**src/rtl/handshake_ofifo_1_if.sv**
```systemverilog
`default_nettype none
// ============================================================================
// Module   : handshake_ofifo_1_if
// Brief    : Valid/ready token bus through the opaque output FIFO.
// Revision : 1.0 - initial release
// ============================================================================
interface handshake_ofifo_1_if #(
  parameter int DATA_WIDTH = 32
);
  logic [DATA_WIDTH-1:0] ins;
  logic                  ins_valid;
  logic                  ins_ready;
  logic [DATA_WIDTH-1:0] outs;
  logic                  outs_valid;
  logic                  outs_ready;

  // The FIFO itself sits on the slave side; producer/consumer drive master.
  modport slave (
    input  ins, ins_valid, outs_ready,
    output ins_ready, outs, outs_valid
  );

  modport master (
    output ins, ins_valid, outs_ready,
    input  ins_ready, outs, outs_valid
  );
endinterface
`default_nettype wire

```
**src/rtl/handshake_ofifo_1.sv**
```systemverilog
`default_nettype none
// ============================================================================
// Module   : handshake_ofifo_1
// Brief    : Opaque elastic FIFO; all outputs come from registered state only.
// Revision : 1.0 - initial release
// ============================================================================
module handshake_ofifo_1 #(
  parameter int DATA_WIDTH = 32,
  parameter int SLOTS      = 2
) (
  input  wire logic          clk,
  input  wire logic          rst,
  handshake_ofifo_1_if.slave bus
);

  localparam int c_PTR_W = (SLOTS > 1) ? $clog2(SLOTS) : 1;
  localparam int c_CNT_W = $clog2(SLOTS + 1);
  localparam logic [c_PTR_W-1:0] c_LAST = c_PTR_W'(SLOTS - 1);
  localparam logic [c_CNT_W-1:0] c_FULL = c_CNT_W'(SLOTS);

  logic [DATA_WIDTH-1:0] r_mem [SLOTS];
  logic [c_PTR_W-1:0]    r_head;
  logic [c_PTR_W-1:0]    r_tail;
  logic [c_CNT_W-1:0]    r_count;

  logic w_full;
  logic w_empty;
  logic w_push;
  logic w_pop;

  assign w_full  = (r_count == c_FULL);
  assign w_empty = (r_count == '0);

  // Outputs are gated by rst so nothing is offered or accepted while in reset.
  assign bus.ins_ready  = rst & ~w_full;
  assign bus.outs_valid = rst & ~w_empty;
  assign bus.outs       = (rst && !w_empty) ? r_mem[r_head] : '0;

  assign w_push = bus.ins_valid  & bus.ins_ready;
  assign w_pop  = bus.outs_valid & bus.outs_ready;

  always_ff @(posedge clk) begin
    if (w_push) begin
      r_mem[r_tail] <= bus.ins;
    end
  end

  always_ff @(posedge clk) begin
    if (!rst) begin
      r_head  <= '0;
      r_tail  <= '0;
      r_count <= '0;
    end else begin
      if (w_push) begin
        r_tail <= (r_tail == c_LAST) ? '0 : r_tail + c_PTR_W'(1);
      end
      if (w_pop) begin
        r_head <= (r_head == c_LAST) ? '0 : r_head + c_PTR_W'(1);
      end
      case ({w_push, w_pop})
        2'b10:   r_count <= r_count + c_CNT_W'(1);
        2'b01:   r_count <= r_count - c_CNT_W'(1);
        default: r_count <= r_count;
      endcase
    end
  end

endmodule
`default_nettype wire

```
**src/flat_wrapper.sv**
```systemverilog
// flat-port wrapper written by rule: the top's interface ports become plain ports
module handshake_ofifo_1_flat 
#(
  parameter int DATA_WIDTH = 32,
  parameter int SLOTS      = 2
)
  (clk, rst, bus_ins, bus_ins_valid, bus_outs_ready, bus_ins_ready, bus_outs, bus_outs_valid);
  handshake_ofifo_1_if #(.DATA_WIDTH(DATA_WIDTH)) bus_i ();
  input  wire logic clk;
  input  wire logic rst;
  input wire logic [$bits(bus_i.ins)-1:0] bus_ins;
  input wire logic [$bits(bus_i.ins_valid)-1:0] bus_ins_valid;
  input wire logic [$bits(bus_i.outs_ready)-1:0] bus_outs_ready;
  output wire logic [$bits(bus_i.ins_ready)-1:0] bus_ins_ready;
  output wire logic [$bits(bus_i.outs)-1:0] bus_outs;
  output wire logic [$bits(bus_i.outs_valid)-1:0] bus_outs_valid;
  assign bus_i.ins = bus_ins;
  assign bus_i.ins_valid = bus_ins_valid;
  assign bus_i.outs_ready = bus_outs_ready;
  assign bus_ins_ready = bus_i.ins_ready;
  assign bus_outs = bus_i.outs;
  assign bus_outs_valid = bus_i.outs_valid;
  handshake_ofifo_1 #(.DATA_WIDTH(DATA_WIDTH), .SLOTS(SLOTS)) u_core (.clk(clk), .rst(rst), .bus(bus_i));
endmodule
```
**config.mk**
```make
export PLATFORM = sky130hd
export DESIGN_NAME = handshake_ofifo_1_flat
export DESIGN_NICKNAME = d
export VERILOG_FILES = /design/src/rtl/handshake_ofifo_1_if.sv /design/src/rtl/handshake_ofifo_1.sv /design/src/flat_wrapper.sv
export SDC_FILE = /design/constraint.sdc
export NUM_CORES = 1
export LEC_CHECK = 0
export ABC_AREA = 1
export BUFFER_PORTS_ARGS = -buffer_cell sky130_fd_sc_hd__buf_4
export CELL_PAD_IN_SITES_DETAIL_PLACEMENT = 0
export CELL_PAD_IN_SITES_GLOBAL_PLACEMENT = 1
export CORE_MARGIN = 2
export CORE_UTILIZATION = 41
export DETAILED_ROUTE_END_ITERATION = 8
export PLACE_DENSITY = 0.89
export SKIP_LAST_GASP = 1
export SYNTH_ARGS = -nofsm -noshare
export SYNTH_HDL_FRONTEND = slang
export SYNTH_SLANG_ARGS = --single-unit
```
**constraint.sdc**
```tcl
create_clock -name clk -period 2.9 [get_ports clk]
set_input_delay 0.145 -clock clk [delete_from_list [all_inputs] [get_ports clk]]
set_output_delay 0.145 -clock clk [all_outputs]
set_load 0.05 [all_outputs]
```
# [Word-level counts from Yosys, hierarchy flattened]
# Memory sizes are Yosys's and may differ from the RTL's. A register that Yosys moved wholly into a read port is not among the register bits.
# Cells that the tools add are included.
[word_totals] regBits=4 ramBits=64 memories=1 inputBits=36 output_inout_bits=34 elab_cells=29
[classes] mux=8 n_eq_ne=3 n_reduce_logical=4 n_bitwise=6 add_sub_neg=4
[memory_table] memory="u_core.r_mem" depth=2 width=32 rd=1 rd_ports_with_merged_regs=1 wr=1 line_no="handshake_ofifo_1.sv:21" source="logic [DATA_WIDTH-1:0] r_mem [SLOTS];"
[ops] cell="$mux 32" count=1
[ops] cell="$mux 1" count=6
[ops] cell="$and 1x1->1" count=4
[ops] cell="$eq 2x2->1 const B" count=2
[ops] cell="$pmux 2 s2" count=1
[ops] cell="$add 1x1->1 const B" count=2
[ops] cell="$add 2x1->2 const B" count=1
[ops] cell="$eq 2x1->1 const B" count=1
[ops] cell="$logic_not 2->1" count=1
[ops] cell="$not 1->1" count=2
[ops] cell="$reduce_bool 2->1" count=1
[ops] cell="$sub 2x1->2 const B" count=1
[ops] cell="$logic_and 1x1->1" count=1
[ops] cell="$logic_not 1->1" count=1

# [Depth between registers and ports, before layout]
[logic_depth] word_depth=6 ltp_mapped=10 depth_no_buf=10

# [Least setup slack after synthesis]
# Ideal clock, no wire load.
[synth_timing] path_type="flip-flop to flip-flop" startpoint="register u_core.r_count[0]" endpoint="memory u_core.r_mem[0][0], enable pin" n_path_buf=0 arrival_ns=1.964 path_stages_with_launch=5 period_less_slack_ns=2.385 path_slack_ns=0.515 t_required_ns=2.479 cell_sequence="dfxtp_1 inv_2 nand2_1 nand3_1 nor2_1"
[synth_between] elab_chain_len=6
[synth_rtl] item="from (decl)" line_no="handshake_ofifo_1.sv:24" source="logic [c_CNT_W-1:0] r_count;"
[synth_rtl] item="from (signal assigned)" line_no="handshake_ofifo_1.sv:61" source="2'b10: r_count <= r_count + c_CNT_W'(1);"
[synth_rtl] item="from (signal assigned)" line_no="handshake_ofifo_1.sv:62" source="2'b01: r_count <= r_count - c_CNT_W'(1);"
[synth_rtl] item="from (signal assigned)" line_no="handshake_ofifo_1.sv:63" source="default: r_count <= r_count;"
[synth_rtl] item="$eq 2x2->1" line_no="handshake_ofifo_1.sv:31" source="assign w_full = (r_count == c_FULL);"
[synth_rtl] item="$not 1->1" line_no="handshake_ofifo_1.sv:35" source="assign bus.ins_ready = rst & ~w_full;"
[synth_rtl] item="$and 1x1->1" line_no="handshake_ofifo_1.sv:35"
[synth_rtl] item="$and 1x1->1" line_no="handshake_ofifo_1.sv:39" source="assign w_push = bus.ins_valid & bus.ins_ready;"
[synth_rtl] item="$mux 1" line_no="handshake_ofifo_1.sv:43" source="if (w_push) begin"
[synth_rtl] item="$mux 1 (not written as such)" line_no="handshake_ofifo_1.sv:44" source="r_mem[r_tail] <= bus.ins;"
[synth_rtl] item="to (decl)" line_no="handshake_ofifo_1.sv:21"
# Every way passes these cells.

# [Worst setup path after layout]
[layout_timing] startpoint="register u_core.r_count[1]" endpoint="output bus_outs[3]"
[layout_between] elab_chain_len=4
[layout_rtl] item="$logic_not 2->1" line_no="handshake_ofifo_1.sv:32" source="assign w_empty = (r_count == '0);"
[layout_rtl] item="$logic_not 1->1" line_no="handshake_ofifo_1.sv:37" source="assign bus.outs = (rst && !w_empty) ? r_mem[r_head] : '0;"
[layout_rtl] item="$logic_and 1x1->1" line_no="handshake_ofifo_1.sv:37"
[layout_rtl] item="$mux 32" line_no="handshake_ofifo_1.sv:37"
[layout_rtl] item="to (decl)" line_no="flat_wrapper.sv:15" source="output wire logic [$bits(bus_i.outs)-1:0] bus_outs;"
# Every way passes these cells.

==> impl_metrics.py <==
metrics = {
    "status": {
        "status": "finished, final reports clean",
    },
    "sta": {
        "rsz0062_at_grt": "no",
        "timing.final.ws_setup_ns": 0.8136,
        "fin_skew_ns": 0.004368,
        "worstMarginPinSlew_ns": 0.9275,
        "finalMaxSlewViolations": 0,
        "fin_crit_ns": 2.086,
        "relSlewSlack_pct": 38.02,
        "fin_crit_sh_pct": 71.95,
        "fmax_ghz": 0.4793,
        "fin_setup_tns_ns": 0,
        "hold_violations": 0,
        "setup_violations": 0,
        "worst_hold_slack_ns": 0.09371,
    },
    "global_route": {
        "grt_max_degree": 34,
        "grtUsageTotal_pct": 14.49,
        "grt_pass1_wl_um": 8266,
        "first_global_vias": 1936,
        "antenna_found_initial": 0,
        "overflow": 0,
    },
    "critical_path": {
        "critPathTopFamily": "compound AO/OA/AOI/OAI gates",
        "crit_chain": "inv_2, a21oi_4, nand2_1, inv_1, buf_4",
        "crit_buf_inv": 3,
        "end_kind": "output port",
        "critical_path_class": "flip-flop to output port",
        "critical_path.max_stage_delay_ns": 0.68,
        "crit_path_start_kind": "flip-flop",
        "r2r_start": "u_core.r_count[0]",
        "worstRegToRegCells": 4,
        "r2r_slack_ns": 1.08,
        "critPathArrivalTime_ns": 1.94,
        "r2r_end": "u_core.r_mem[0][0]",
        "cp_max_fo": 33,
        "critPathSlowestCell": "a21oi_4",
        "cp.required_ns": 2.76,
    },
    "final_layout": {
        "fin_nets": 420,
        "seq_area_um2": 2023,
        "drive_above_1_share_pct": 23.12,
        "fin_util_pct": 58.55,
        "n_antenna_cell": 0,
        "syn_to_final_growth_pct": 36.98,
        "multi_input_area_um2": 548.0,
        "fillers": 597,
    },
    "cts": {
        "cts_num_sinks": 69,
        "cts_tree": "built",
        "clock_path_buffers": 2,
        "cts-htree-levels": 3,
        "cts-root-buf": "clkbuf_8",
        "path_clk_slew_ns": 0.06,
        "cts_setup_buffers": 0,
        "cts_buffers": 9,
        "clk-insertion-delay-late_ns": 0.34,
    },
    "placement": {
        "pre_cts_slack_ns": 1.054,
        "dpl.hpwl_um": 3222,
        "port_buffers": 69,
        "gp_congestion": 0.7503,
    },
    "pwr": {
        "internal_power_mw": 1.637,
        "swShare_pct": 24.91,
        "netSwitchingPower_mw": 0.5429,
        "ir_drop_uv": 363.1,
        "p_comb_share_pct": 15.9,
        "p_leak_nw": 1.900,
        "clockPowerShare_pct": 31.4,
        "power_density_nw_per_um2": 545.0,
        "p_seq_share_pct": 52.6,
    },
    "drt": {
        "drc": 0,
        "routed_wl_um": 5090,
        "drtIter0Drc": 89,
        "avgViaCountPerCell": 4.214,
        "antenna_left": 0,
        "wl_per_cell_um": 10.58,
        "first_pass_iters": 4,
        "num_vias": 2027,
    },
    "floorplanning": {
        "die_w_um": 88.40,
        "die_area_um2": 7814,
        "initial_utilization_pct": 42.75,
        "pin_count": 70,
        "row_count": 30,
        "core-area_um2": 6832,
        "die_h_um": 88.40,
    },
    "min_path": {
        "min_from": "rst",
        "worstHoldEndpoint": "u_core.r_tail",
        "hold_path_depth": 3,
        "worstHoldPathType": "input port to flip-flop",
    },
    "yosys": {
        "ys_seq_area_share_pct": 69.24,
        "synth.top_cell.area_share_pct": 65.81,
        "synth_warnings": 0,
        "yosys.area.top_type": "edfxtp_1",
        "synth_cell_types": 16,
        "syn_inst": 279,
        "postSynthAreaPerCell_um2": 10.47,
        "ys_ff_latch": 69,
        "synth_nets": 316,
        "synthTopCellsByArea": "edfxtp_1 66%, nand2_1 9.5%, inv_1 9.3%, o21ai_1 5.3%, dfxtp_1 3.4%",
        "netlist_area_um2": 2920,
    },
    "run": {
        "cap_violations": 0,
    },
}
routing by layer:
| layer | up-vias | share of wire (%) | GRT usage [%] |
|---|---|---|---|
| li1 | 1072 | - | - |
| met1 | 878 | 40 | 15.46 |
| met2 | 65 | 50 | 25.43 |
| met3 | 12 | 7.4 | 4.944 |
| met4 | 0 | 2.5 | 7.438 |
| met5 | - | 0 | 0 |
worst max path at each step:
stage / from / end / slack, ns / cells past startpoint
CTS: u_core.r_count[1] / bus_outs[5] / 0.79 / 5
global placement: u_core.r_count[0] / u_core.r_mem[0][8] / 1.11 / 4
detailed placement: u_core.r_count[0] / u_core.r_mem[0][24] / 1.05 / 4
global route: u_core.r_count[0] / bus_outs[3] / 0.61 / 5
finish: u_core.r_count[1] / bus_outs[3] / 0.81 / 5
floorplan: u_core.r_count[0] / u_core.r_mem[0][0] / 0.51 / 4
logic make-up (layout without fill, tap and decap cells):
kind of cell	count (synthesis)	count (layout)	share of synthesized area (%)
AOI/OAI and AO/OA	36	36	6.555
adders and majority gates	1	1	0.4284
DFF	69	69	69.24
buffers and inverters	86	192	12.25
and+or+nand+nor	87	87	11.53
synthesized netlist by cell type (all sizes together):
cell    count
inv        75
nand2      74
edfxtp     64
o21ai      33
buf        11
nor2        8
dfxtp       5
a21oi       3
nand4       3
nand3       2
ha          1
cell type report:
type                            instances  area share [%]
Clock buffer                            9           3.097
Clock inverter                          4           1.063
Sequential cell                        69           50.58
Inverter                               75           7.038
Tap cell                               96           3.003
Timing Repair Buffer                  104           21.52
Multi-Input combinational cell        124           13.70
stage by stage:
step	instance area [µm²]	cells	power (mW)
after global placement	3513	436	1.478
final	4000	481	2.180
after CTS	4000	481	2.196
after global routing	4000	481	2.276
after floorplan	2920	279	1.379
after detailed placement	3513	436	1.484
power by group through the flow:
stage	Clock, mW	Sequential [mW]	Combinational (mW)
finish	0.685	1.15	0.347
global route	0.746	1.15	0.379
CTS	0.699	1.15	0.350
detailed placement	0	1.17	0.316
global placement	0	1.17	0.311
floorplan	0	1.16	0.217
placed cells by master (no fill, tap or decap):
master	count
clkinv_1	2
buf_4	72
a21oi_1	2
nand2_1	74
a21oi_4	1
dfxtp_1	4
dfxtp_2	1
bufinv_16	1
o21ai_1	31
dlygate4sd3_1	32
nand4_1	3
o21ai_0	2
inv_2	3
nand3_1	2
inv_1	72
clkbuf_8	9
edfxtp_1	64
nor2_4	1
ha_1	1
nor2_1	7
clkinv_2	1
timing repair:
item	4_1_cts	5_1_grt
hold endpoints to repair	64	0
resized for setup	0	0
hold buffers	32	0
sequential cells by signal, summed over array words and instances (netlist names), named ones only:
register	count
u_core.r_mem	64
u_core.r_tail	1
u_core.r_head	1
u_core.r_count	2
worst min-delay path, cell delays in order:
cell,delay (ns)
buf_4,0.14
nand2_1,0.06
nor2_1,0.03
Power figures use the tool's default switching activity.
